File: config.mk
export PLATFORM = sky130hd
export DESIGN_NAME = move_scheduler
export DESIGN_NICKNAME = d
export VERILOG_FILES = /design/src/rtl/game_pkg.sv /design/src/rtl/rr_arbiter4.sv /design/src/rtl/move_scheduler.sv
export SDC_FILE = /design/constraint.sdc
export NUM_CORES = 1
export LEC_CHECK = 0
export ABC_AREA = 1
export ABC_CLOCK_PERIOD_IN_PS = 4900
export BUFFER_PORTS_ARGS = -buffer_cell sky130_fd_sc_hd__buf_4
export CORE_AREA = 8 8 61 115
export DETAILED_ROUTE_END_ITERATION = 7
export DIE_AREA = 0 0 69 123
export SYNTH_ARGS = -nofsm -noshare
export SYNTH_HDL_FRONTEND = slang
export SYNTH_SLANG_ARGS = --single-unit
File: constraint.sdc
create_clock -name clk -period 4.9 [get_ports clk]
set_clock_uncertainty 0.15 [all_clocks]
set_input_delay 0.735 -clock clk [delete_from_list [all_inputs] [get_ports clk]]
set_output_delay 0.735 -clock clk [all_outputs]
set_load 0.03 [all_outputs]
File: src/rtl/game_pkg.sv
// Shared encodings for the game datapath: FSM states, movement directions
// and the opposite-direction rule used to reject reversing moves.
package game_pkg;

    typedef enum logic [1:0] {
        ST_IDLE  = 2'd0,
        ST_RUN   = 2'd1,
        ST_PAUSE = 2'd2,
        ST_OVER  = 2'd3
    } state_t;

    typedef enum logic [1:0] {
        DIR_UP    = 2'd0,
        DIR_DOWN  = 2'd1,
        DIR_LEFT  = 2'd2,
        DIR_RIGHT = 2'd3
    } dir_t;

    // Up/down and left/right pairs differ only in bit 0.
    function automatic logic [1:0] opposite_dir(input logic [1:0] d);
        return d ^ 2'b01;
    endfunction

endpackage

File: src/rtl/rr_arbiter4.sv
// 4-way round-robin arbiter: one-hot grant searched from the index after
// the last grant; the pointer only advances when grant_en accepts a grant.
module rr_arbiter4 (
    input  logic       clk,
    input  logic       rst,
    input  logic [3:0] request,
    input  logic       grant_en,
    output logic [3:0] grant,
    output logic [1:0] grant_idx,
    output logic       grant_any
);

    logic [1:0] ptr_q;
    logic [1:0] cand;

    always_comb begin
        grant     = 4'b0000;
        grant_idx = ptr_q;
        grant_any = 1'b0;
        cand      = ptr_q;
        for (int k = 0; k < 4; k++) begin
            cand = ptr_q + 2'(k);
            if (!grant_any && request[cand]) begin
                grant_any   = 1'b1;
                grant_idx   = cand;
                grant[cand] = 1'b1;
            end
        end
    end

    always_ff @(posedge clk or posedge rst) begin
        if (rst) begin
            ptr_q <= 2'd0;
        end else if (grant_en && grant_any) begin
            ptr_q <= grant_idx + 2'd1;
        end
    end

endmodule

File: src/rtl/move_scheduler.sv
// Game sequencer: FSM, frame-aligned move strobe, direction arbitration and score.
// Optional MOVE_SPEEDUP_EN: every 8th point shortens the move period (floor 1).
module move_scheduler
    import game_pkg::*;
#(
    parameter int FRAMES_PER_MOVE = 4,
    parameter int SCORE_W         = 16
) (
    input  logic               clk,
    input  logic               rst,
    input  logic               frame_start,
    input  logic               start_p,
    input  logic [3:0]         req,
    input  logic               collision,
    input  logic               point,
    output logic               move_en,
    output logic [1:0]         dir,
    output logic [1:0]         state,
    output logic [SCORE_W-1:0] score,
    output logic               game_over
);

    localparam logic [3:0] PERIOD_INIT = 4'(FRAMES_PER_MOVE);

    state_t             state_q, state_d;
    logic [3:0]         fcnt_q;
    logic [3:0]         pend_q;
    logic [1:0]         dir_q;
    logic [SCORE_W-1:0] score_q;
    logic               move_en_q;
    logic [3:0]         period;
    logic               in_run, start_run, move_cycle;
    logic [3:0]         grant;
    logic [1:0]         grant_idx;
    logic               grant_any;

    assign in_run     = (state_q == ST_RUN);
    assign start_run  = (state_q == ST_IDLE) && start_p;
    // >= keeps the wrap reachable if a speedup shrinks the period below fcnt.
    assign move_cycle = in_run && frame_start && (fcnt_q >= period - 4'd1);

    rr_arbiter4 u_arb (
        .clk       (clk),
        .rst       (rst),
        .request   (pend_q),
        .grant_en  (move_cycle),
        .grant     (grant),
        .grant_idx (grant_idx),
        .grant_any (grant_any)
    );

    always_ff @(posedge clk or posedge rst) begin
        if (rst) begin
            state_q <= ST_IDLE;
        end else begin
            state_q <= state_d;
        end
    end

    always_comb begin
        state_d = state_q;
        case (state_q)
            ST_IDLE:  if (start_p) state_d = ST_RUN;
            ST_RUN: begin
                if (collision)    state_d = ST_OVER;
                else if (start_p) state_d = ST_PAUSE;
            end
            ST_PAUSE: if (start_p) state_d = ST_RUN;
            default:  if (start_p) state_d = ST_IDLE;
        endcase
    end

    always_ff @(posedge clk or posedge rst) begin
        if (rst) begin
            fcnt_q    <= 4'd0;
            pend_q    <= 4'd0;
            dir_q     <= DIR_RIGHT;
            score_q   <= '0;
            move_en_q <= 1'b0;
        end else begin
            move_en_q <= move_cycle;
            if (start_run) begin
                fcnt_q  <= 4'd0;
                pend_q  <= 4'd0;
                dir_q   <= DIR_RIGHT;
                score_q <= '0;
            end else if (in_run) begin
                if (frame_start) begin
                    fcnt_q <= move_cycle ? 4'd0 : fcnt_q + 4'd1;
                end
                if (move_cycle && grant_any && (grant_idx != opposite_dir(dir_q))) begin
                    dir_q <= grant_idx;
                end
                // New requests override the clear of a bit granted this cycle.
                pend_q <= (pend_q & ~(move_cycle ? grant : 4'b0000)) | req;
                if (point && (score_q != {SCORE_W{1'b1}})) begin
                    score_q <= score_q + 1'b1;
                end
            end
        end
    end

`ifdef MOVE_SPEEDUP_EN
    logic [3:0] period_q;
    logic [2:0] sub_q;

    always_ff @(posedge clk or posedge rst) begin
        if (rst) begin
            period_q <= PERIOD_INIT;
            sub_q    <= 3'd0;
        end else if (start_run) begin
            period_q <= PERIOD_INIT;
            sub_q    <= 3'd0;
        end else if (in_run && point) begin
            sub_q <= sub_q + 3'd1;
            if ((sub_q == 3'd7) && (period_q > 4'd1)) begin
                period_q <= period_q - 4'd1;
            end
        end
    end

    assign period = period_q;
`else
    assign period = PERIOD_INIT;
`endif

    assign move_en   = move_en_q;
    assign dir       = dir_q;
    assign state     = state_q;
    assign score     = score_q;
    assign game_over = (state_q == ST_OVER);

endmodule

======== After elaboration in Yosys (flattened, before gate mapping) ========
Index checks and enable logic that the tools add are counted.
cells by class
  eq/ne operators ......................... 6
  $add $sub $neg .......................... 6
  reductions and logical operators ........ 28
  bitwise operators ....................... 7
  shift operators ......................... 0
  magnitude comparators ................... 9
  div/mod/pow operators ................... 0
  muxes and demuxes ....................... 45
  multiply operators ...................... 0
operator list
  cell                                                        number
  2-to-1 mux 16 bit                                           3
  2-to-1 mux 4 bit                                            11
  2-to-1 mux 2 bit                                            10
  adder 16 x 1 -> 16 bit, second input constant               1
  != test 16 bit, second input constant                       1
  OR 4 bit                                                    4
  logical AND 1 bit                                           13
  less-than comparator 2 x 3 -> 1 bit, second input constant  4
  2-to-1 mux 1 bit                                            12
  nonzero test 2 bit                                          6
  binary-select mux 1 bit (select 2 bit)                      4
  demux 1 bit (select 2 bit)                                  4
  >= comparator 2 x 1 -> 1 bit, second input constant         4
  AND reduction 2 bit                                         3
  adder 2 x 1 -> 2 bit, second input constant                 2
  adder 2 bit, second input constant                          2
  adder 4 x 1 -> 4 bit, second input constant                 1
  AND 4 bit                                                   1
  equality test 2 bit, second input constant                  2
  >= comparator 4 x 2 -> 1 bit, second input constant         1
  NOT 4 bit                                                   1
  one-hot mux 2 bit (2 select lines)                          1
  zero test 1 bit                                             3
  AND reduction 3 bit                                         1
  6 further kinds                                             6
storage, ports and cells
  ROM bits ................................ 0
  bits in latches ......................... 0
  memory bits (writable) .................. 0
  logic and storage cells ................. 108
  input bits .............................. 10
  output and inout port bits .............. 22
  memories kept ........................... 0
  bits in registers ....................... 31

======== Logic depth before layout (Yosys ltp) ========
Gate-level depths: netlist of the first run.
  word-level depth ........................ 18
  mapped depth ............................ 17
  depth with buffers taken out ............ 16

======== Hierarchy ========
A second synthesis of the first run with hierarchy kept.
unflattened totals
  cells, all modules ...................... 344
  area total of the unflattened synthesis .. 2,407.3 um^2
modules (own cells, without submodules)
  module          sequential area each (um^2)  instances  cells each  area an instance (um^2)
  move_scheduler  728.2                        1          243         1,749.2
  rr_arbiter4     50.0                         1          101         658.1

======== Worst setup path before layout of the first run ========
Ideal clock, no wire load.
  path kind ............................... flip-flop to flip-flop
  start point ............................. register u_arb.ptr_q[1]
  end point ............................... register u_arb.ptr_q[1]
  required time ........................... 4,616 ps
  slack ................................... 2,691 ps
  cell stages (with the launch flop) ...... 14
  arrival time ............................ 1,926 ps
  clock period less this slack ............ 2,209 ps
  library setup time ...................... 134 ps
  path buffers ............................ 0
  path through ............................ dfrtp_1 -> inv_1 -> ha_1 -> inv_1 -> nand3_1 -> nand2_4 -> nand2_4 -> nor2_4 -> nand2_1 -> nand3_2 -> nand2_2 -> xor2_1 -> nand2_1 -> o21ai_0
between the ends
  longest elaborated chain between the ends .. 13
  elaborated cells between the ends (all ways) .. 26
  classes of those cells .................. 4 x add/sub; 15 x mux; 7 x reduce/logical
ends and longest elaborated chain
  element                                                                        line               RTL
  start: declaration                                                             rr_arbiter4.sv:13  logic [1:0] ptr_q;
  start signal: assignment                                                       rr_arbiter4.sv:35  ptr_q <= grant_idx + 2'd1;
  parallel branches: the longest is 13 deep, another holds adder 2 x 1 -> 2 bit  -
Several ways; the timed one is not identified. The select of a mux whose other input is x is not followed.
A chain may end at the register's enable or synchronous reset.

======== Worst setup path after layout of the first run ========
  start point ............................. register u_arb.ptr_q[1]
  end point ............................... register dir_q[0] (netlist: dir[0])
between the ends
  longest elaborated chain between the ends .. 16
  elaborated cells between the ends (all ways) .. 32
  classes of those cells .................. 3 x add/sub; 1 x eq/ne; 18 x mux; 10 x reduce/logical
ends and longest elaborated chain
  element                                                                        line                  RTL
  parallel branches: the longest is 16 deep, another holds adder 2 x 1 -> 2 bit  -
  end signal: assignment                                                         move_scheduler.sv:92  dir_q <= grant_idx;
  end: declaration                                                               move_scheduler.sv:28  logic [1:0] dir_q;
Several ways; the timed one is not identified. The select of a mux whose other input is x is not followed.

==> flow_summary_export.csv, run 1 <==
group,metric,value,unit
outcome,status,"finished, final reports clean",
timing,timing.slew.headroom,64.3,%
run,maxCapViolations,0,
final_layout,area_growth,21.2,%
route,drt-total-wl,5.16,mm
critical_path,cpMostUsedCell,"nand3_2",
critical_path,crit_family,"simple AND/OR/NAND/NOR gates",
critical_path,path_cells,"inv_1 > ha_1 > inv_1 > nand3_1 > nand2_4 > nand2_4 > nor2_4 > nand3_2 > nand2_2 > nand2_1 > nand2_1 > nand3_2 > nand3_1 > nand3_2",
global_route,grt_pass1_wl,8.89,mm
global_route,globalRouteMet1Util,14.8,%
critical_path,reg2reg_depth,14,
final_layout,drive_above_1_share,23.3,%
global_route,grt_start_max_net_pins,32,
route,dr.pass1.iters,4,
critical_path,path_buf_inv,2,
timing,max_freq,391,MHz
critical_path,slowest_delay,520,ps
clock_tree,cts_hold_buffers,0,
global_route,grt_pass1_vias,2038,
global_route,grt_most_used_layer,"met2",
yosys,synth_edf_count,0,
route,via_per_inst,5.13,
clock_tree,cts_tree,"yes",
power_and_ir_drop,ir_drop,0.456,mV
clock_tree,clock-sinks,31,
clock_tree,cts_buffer_depth,2,
min_path,min_to,"fcnt_q[3]$_DFFE_PP0P_",
timing,finalCritPeriodShare,52.2,%
clock_tree,cts_max_level,2,
power_and_ir_drop,power_density,668,nW/um^2
critical_path,path_depth,14,
clock_tree,clock_latency,280,ps
clock_tree,clkTransAtPathRegs,50,ps
yosys,synth_area_per_cell,7.48,sq um
timing,worstMarginPinSlew,535,ps
yosys,ys_async_sr_fraction,100,%
placed_design,place.gp.congestion,0.910,
floorplanning,die_h,123,um
min_path,worstHoldStart,"fcnt_q[3]$_DFFE_PP0P_",
yosys,synth_ff_type,"dfrtp_1",
route,drc,0,
global_route,antenna_found_initial,0,
global_route,grt_use_met2,20.4,%
yosys,postSynthCellCount,289,
global_route,grt.total_usage,12.5,%
final_layout,register_area,778,sq um
yosys,seq_area_frac_synth,36.0,%
route,wire_per_inst,13.3,um
timing,hold_viol_final,0,
critical_path,crit_type,"flop to flop",
final_layout,nets,345,
clock_tree,root_buffer,"clkbuf_16",
final_layout,fin_area,2620,sq um
timing,tns,0,ps
final_layout,multi_input_area,1210,sq um
timing,drv_slew,0,
clock_tree,post-cts-setup-buffer-count,0,
min_path,min_delay_path_depth,2,
power_and_ir_drop,p_leak,1.28,nW
critical_path,r2r-start,"u_arb.ptr_q[1]$_DFFE_PP0P_",
min_path,hp-class,"flop to flop",
yosys,ys_warn_count,0,
floorplanning,dieArea,8490,sq um
floorplanning,num_io_pins,32,
timing,finalSetupViolations,0,
placed_design,hpwl,3.94,mm
global_route,grt_use_met3,3.78,%
final_layout,utilization,47.1,%
yosys,synth.distinct_cells,34,
floorplanning,core,5560,sq um
critical_path,critPathRequiredTime,4940,ps
final_layout,diodes,0,
yosys,synth-seq-cells,31,
clock_tree,cts_buffers,5,
critical_path,reg2reg_to,"dir[0]$_DFFE_PP1P_",
critical_path,endpoint_kind,"flop",
critical_path,regToRegSetupSlack,2340,ps
final_layout,n_fill_cell,567,
critical_path,crit_slowest_cell,"dfrtp_1",
placed_design,post-place-ws,2350,ps
route,drt_iter0_drc,119,
yosys,syn-cell-area,2160,sq um
critical_path,startpoint_type,"flop",
yosys,syn-num-nets,309,
critical_path,critPathArrivalTime,2590,ps
placed_design,io_buffers,31,
floorplanning,initial_core_util,38.9,%
timing,fin_ws,2340,ps
route,vias,1986,
clock_tree,cts_resized,0,
placed_design,post_dp_cell_area,2460,sq um
critical_path,crit_path_max_fanout,10,
timing,final.min_clock_period,2560,ps
timing,rsz0062_at_grt,"false",
floorplanning,chipWidth,69,um
route,ant_nets,0,
floorplanning,core.rowCount,39,
global_route,gr-total-overflow,0,
-- tightest hold or removal path, cell delays in order, from the launching register on --
cell and delay (ps):
dfrtp_1 380, inv_1 50, nor2_1 30
-- layout by cell type, fill, tap and decap left out, types with 2 or more instances in the layout --
cell,count
clkbuf_16,5
o21ai_0,17
nand4_1,5
clkbuf_8,2
nand3_1,33
inv_2,2
dfstp_2,2
xor2_1,5
nand2_1,68
xnor2_1,2
inv_1,36
nor2_1,20
a21oi_1,11
dfrtp_1,29
o2111ai_1,2
buf_4,33
nand2_4,3
nor3_1,8
nand2_2,11
ha_1,10
nor2_4,3
nand3_2,7
-- Yosys cell counts, types with 5 or more instances --
library cell	count	share of area [%]
nand2_2	11	3.2
nor3_1	8	1.9
nor2_1	20	3.5
o21ai_0	17	3.9
a21oi_1	11	2.5
nand3_2	7	3.2
ha_1	10	5.8
inv_1	36	6.3
nand2_1	68	12
dfrtp_1	29	34
xor2_1	5	2.0
nand3_1	33	7.6
nand4_1	5	1.4
-- worst max-delay path by stage --
stage	start	slack [ps]	end
detailed placement	u_arb.ptr_q[1]$_DFFE_PP0P_	2350	dir[0]$_DFFE_PP1P_
floorplan	u_arb.ptr_q[1]$_DFFE_PP0P_	2690	u_arb.ptr_q[1]$_DFFE_PP0P_
global placement	u_arb.ptr_q[1]$_DFFE_PP0P_	2410	u_arb.ptr_q[1]$_DFFE_PP0P_
global route	u_arb.ptr_q[0]$_DFFE_PP0P_	2110	dir[0]$_DFFE_PP1P_
CTS	u_arb.ptr_q[1]$_DFFE_PP0P_	2320	pend_q[1]$_DFFE_PP0P_
finish	u_arb.ptr_q[1]$_DFFE_PP0P_	2340	dir[0]$_DFFE_PP1P_
-- final cells by class --
cell class	count	area share [%]
clock buffers	7	5.83
flip-flops and latches	31	29.7
multi-input cells	215	46.0
well taps	61	2.91
clock inverters	1	0.287
repair buffers	33	9.46
inverters	39	5.78
-- cell families after synthesis --
family,count (synthesis),synth area share (%)
simple gates,164,38.0
xor+xnor,7,2.84
buf+inv,43,8.22
flops,31,36.0
fa+ha+maj,10,5.79
compound gates,34,9.14
-- where the power goes --
group          leakage [nW]  internal (mW)  total [mW]  switching, mW
Sequential            0.405          0.329       0.427         0.0983
Clock                0.0761          0.216       0.327          0.111
Combinational         0.801          0.330       0.996          0.666
-- routing by layer --
metal  vias to the layer above  part of all wire, %
met3                         5                  4.6
met5                         -                    0
met2                        52                   48
met1                       918                   46
met4                         0                  1.5
li1                       1011                    -
-- flip-flops by register name (all words and copies together) (netlist names) --
signal / count
score: 16
fcnt_q: 4
pend_q: 4
dir: 2
state: 2
u_arb.ptr_q: 2
move_en: 1
-- through the flow --
stage / hold slack [ps] / total power [mW] / instances
finish: 347 / 1.75 / 387
global route: 362 / 1.90 / 387
CTS: 348 / 1.77 / 387
detailed placement: 340 / 1.43 / 379
global placement: 336 / 1.41 / 379
floorplan: 323 / 1.20 / 289
No activity file was read; power rests on OpenSTA's default activity.
==> run 2: changes to the inputs <==
--- a/config.mk
+++ b/config.mk
@@ -6,7 +6,7 @@
 export NUM_CORES = 1
 export LEC_CHECK = 0
 export ABC_AREA = 1
-export ABC_CLOCK_PERIOD_IN_PS = 4900
+export ABC_CLOCK_PERIOD_IN_PS = 2200
 export BUFFER_PORTS_ARGS = -buffer_cell sky130_fd_sc_hd__buf_4
 export CORE_AREA = 8 8 61 115
 export DETAILED_ROUTE_END_ITERATION = 7
==> constraint.sdc (replaced) <==
create_clock -name clk -period 2.2 [get_ports clk]
set_clock_uncertainty 0.15 [all_clocks]
set_input_delay 0.33 -clock clk [delete_from_list [all_inputs] [get_ports clk]]
set_output_delay 0.33 -clock clk [all_outputs]
set_load 0.03 [all_outputs]
==> flow_summary_export.csv, run 2 (synthesis gave the netlist of run 1 again) <==
group,metric,value,unit
outcome,status,"finished with violations",
outcome,violations,"negative hold slack",
final_layout,n_fill_cell,572,
final_layout,layout.cells.non_filler,399,
global_route,grt.total_usage,12.6,%
critical_path,reg2reg_depth,11,
clock_tree,cts_buffer_depth,2,
power_and_ir_drop,p_leak,1.35,nW
critical_path,crit_path_max_fanout,7,
final_layout,largest_reg_flops,16,
power_and_ir_drop,ir_drop,1.37,mV
floorplanning,core.rowCount,39,
clock_tree,clock_latency,270,ps
route,drt-total-wl,5.23,mm
floorplanning,die_h,123,um
critical_path,critPathRequiredTime,2250,ps
timing,hold_viol_final,29,
clock_tree,cts_max_level,2,
timing,worstMarginPinSlew,397,ps
clock_tree,cts_buffers,5,
final_layout,area_growth,27.4,%
clock_tree,cts_tree,"yes",
route,vias,2035,
placed_design,io_buffers,31,
floorplanning,core,5560,sq um
final_layout,layout_commonest_cell,"nand2_1",
route,wire_per_inst,13.1,um
power_and_ir_drop,power_density,1490,nW/um^2
critical_path,startpoint_type,"flop",
min_path,hp-class,"input pin to asynchronous set/reset pin",
clock_tree,clock-sinks,31,
global_route,grt_pass1_vias,2026,
final_layout,drive_above_1_share,28.4,%
floorplanning,dieArea,8490,sq um
clock_tree,clkTransAtPathRegs,50,ps
floorplanning,chipWidth,69,um
clock_tree,root_buffer,"clkbuf_16",
final_layout,mostFrequentLayoutCells,"nand2_1 (66), buf_4 (46), inv_1 (34), nand3_1 (32), dfrtp_1 (29)",
critical_path,endpoint_kind,"flop",
global_route,grt_start_max_net_pins,32,
critical_path,reg2reg_to,"score[14]$_DFFE_PP0P_",
floorplanning,initial_core_util,38.9,%
timing,drv_slew,0,
route,ant_nets,0,
timing,finalSetupViolations,0,
critical_path,critPathArrivalTime,2120,ps
placed_design,place.gp.congestion,0.929,
route,drt_iter0_drc,134,
global_route,grt_pass1_wl,8.98,mm
critical_path,r2r-start,"score[1]$_DFFE_PP0P_",
final_layout,nets,358,
route,dr.pass1.iters,4,
run,maxCapViolations,0,
critical_path,regToRegSetupSlack,130,ps
placed_design,placed_cells,387,
timing,final.min_clock_period,2070,ps
route,via_per_inst,5.10,
global_route,antenna_found_initial,0,
timing,finalCritPeriodShare,94.2,%
final_layout,diodes,0,
route,drc,0,
timing,hold_ws,-12.0,ps
timing,max_freq,482,MHz
timing,timing.slew.headroom,73.5,%
floorplanning,num_io_pins,32,
critical_path,crit_type,"flop to flop",
global_route,gr-total-overflow,0,
placed_design,hpwl,3.93,mm
==> run 2: cell types whose count changed in the layout (fill, tap and decap cells not counted), moves of 2 or more <==
cell and change:
nand2_1 -2, clkbuf_8 -2, buf_4 +13, inv_2 +2, inv_1 -2, ha_1 -2
==> run 2: per-stage QoR <==
step	area, sq um	power [mW]	TNS [ps]	worst slack [ps]	util (%)
after detailed placement	2520	3.23	0	61.5	45.3
final	2750	4.10	0	127	49.5
after floorplan	2160	2.68	0	27.1	-
after global placement	2520	3.20	0	85.9	45.3
after global routing	2750	4.46	-40.4	-40.4	49.5
after CTS	2680	4.01	0	24.8	48.2
==> run 2: how the worst max path moves through the flow <==
stage	depth (start not counted)	from	endpoint	slack (ps)
after global routing	11	score[1]$_DFFE_PP0P_	score[14]$_DFFE_PP0P_	-40
after global placement	11	score[0]$_DFFE_PP0P_	score[14]$_DFFE_PP0P_	90
after detailed placement	13	u_arb.ptr_q[0]$_DFFE_PP0P_	u_arb.ptr_q[1]$_DFFE_PP0P_	60
after CTS	11	score[0]$_DFFE_PP0P_	score[14]$_DFFE_PP0P_	20
final	11	score[1]$_DFFE_PP0P_	score[14]$_DFFE_PP0P_	130
after floorplan	14	u_arb.ptr_q[0]$_DFFE_PP0P_	u_arb.ptr_q[1]$_DFFE_PP0P_	30
==> run 2: metal layers <==
| metal | vias up | GRT usage (%) | wire (um) |
|---|---|---|---|
| met3 | 9 | 3.78 | 237 |
| met2 | 42 | 21.3 | 2590 |
| li1 | 1036 | - | - |
| met4 | 0 | 4.65 | 82 |
| met5 | - | 0 | 0 |
| met1 | 948 | 14.5 | 2320 |
==> run 2: critical path: stages (launching register included) <==
cell,delay (ps)
dfrtp_1,420
ha_4,160
nand3_1,120
nor3_2,230
nand4_1,210
nand2_2,200
nand2_4,110
nand3_2,100
nor2_2,60
nand3_1,60
nand2_1,50
a21oi_1,110
==> run 2: area by class of cell <==
cell class,count,area [sq um],area share (%)
clock inverter,1,30.0,1.09
timing repair buffer,46,345,12.5
clock buffer,6,129,4.68
tap,61,76.3,2.77
inverter,39,151,5.50
multi-input combinational,215,1240,45.2
sequential,31,778,28.3
==> run 2: what timing repair did <==
item | CTS | global route
setup buffers | 0 | 5
resized for setup | 0 | 10
hold buffers | 0 | 0
setup endpoints to repair | 0 | 17
hold endpoints to repair | 0 | 0
==> run 2: where the power goes <==
part / internal [mW] / total [mW] / switching (mW)
logic: 0.878 / 2.43 / 1.55
registers: 0.733 / 0.906 / 0.173
clock network: 0.527 / 0.760 / 0.233
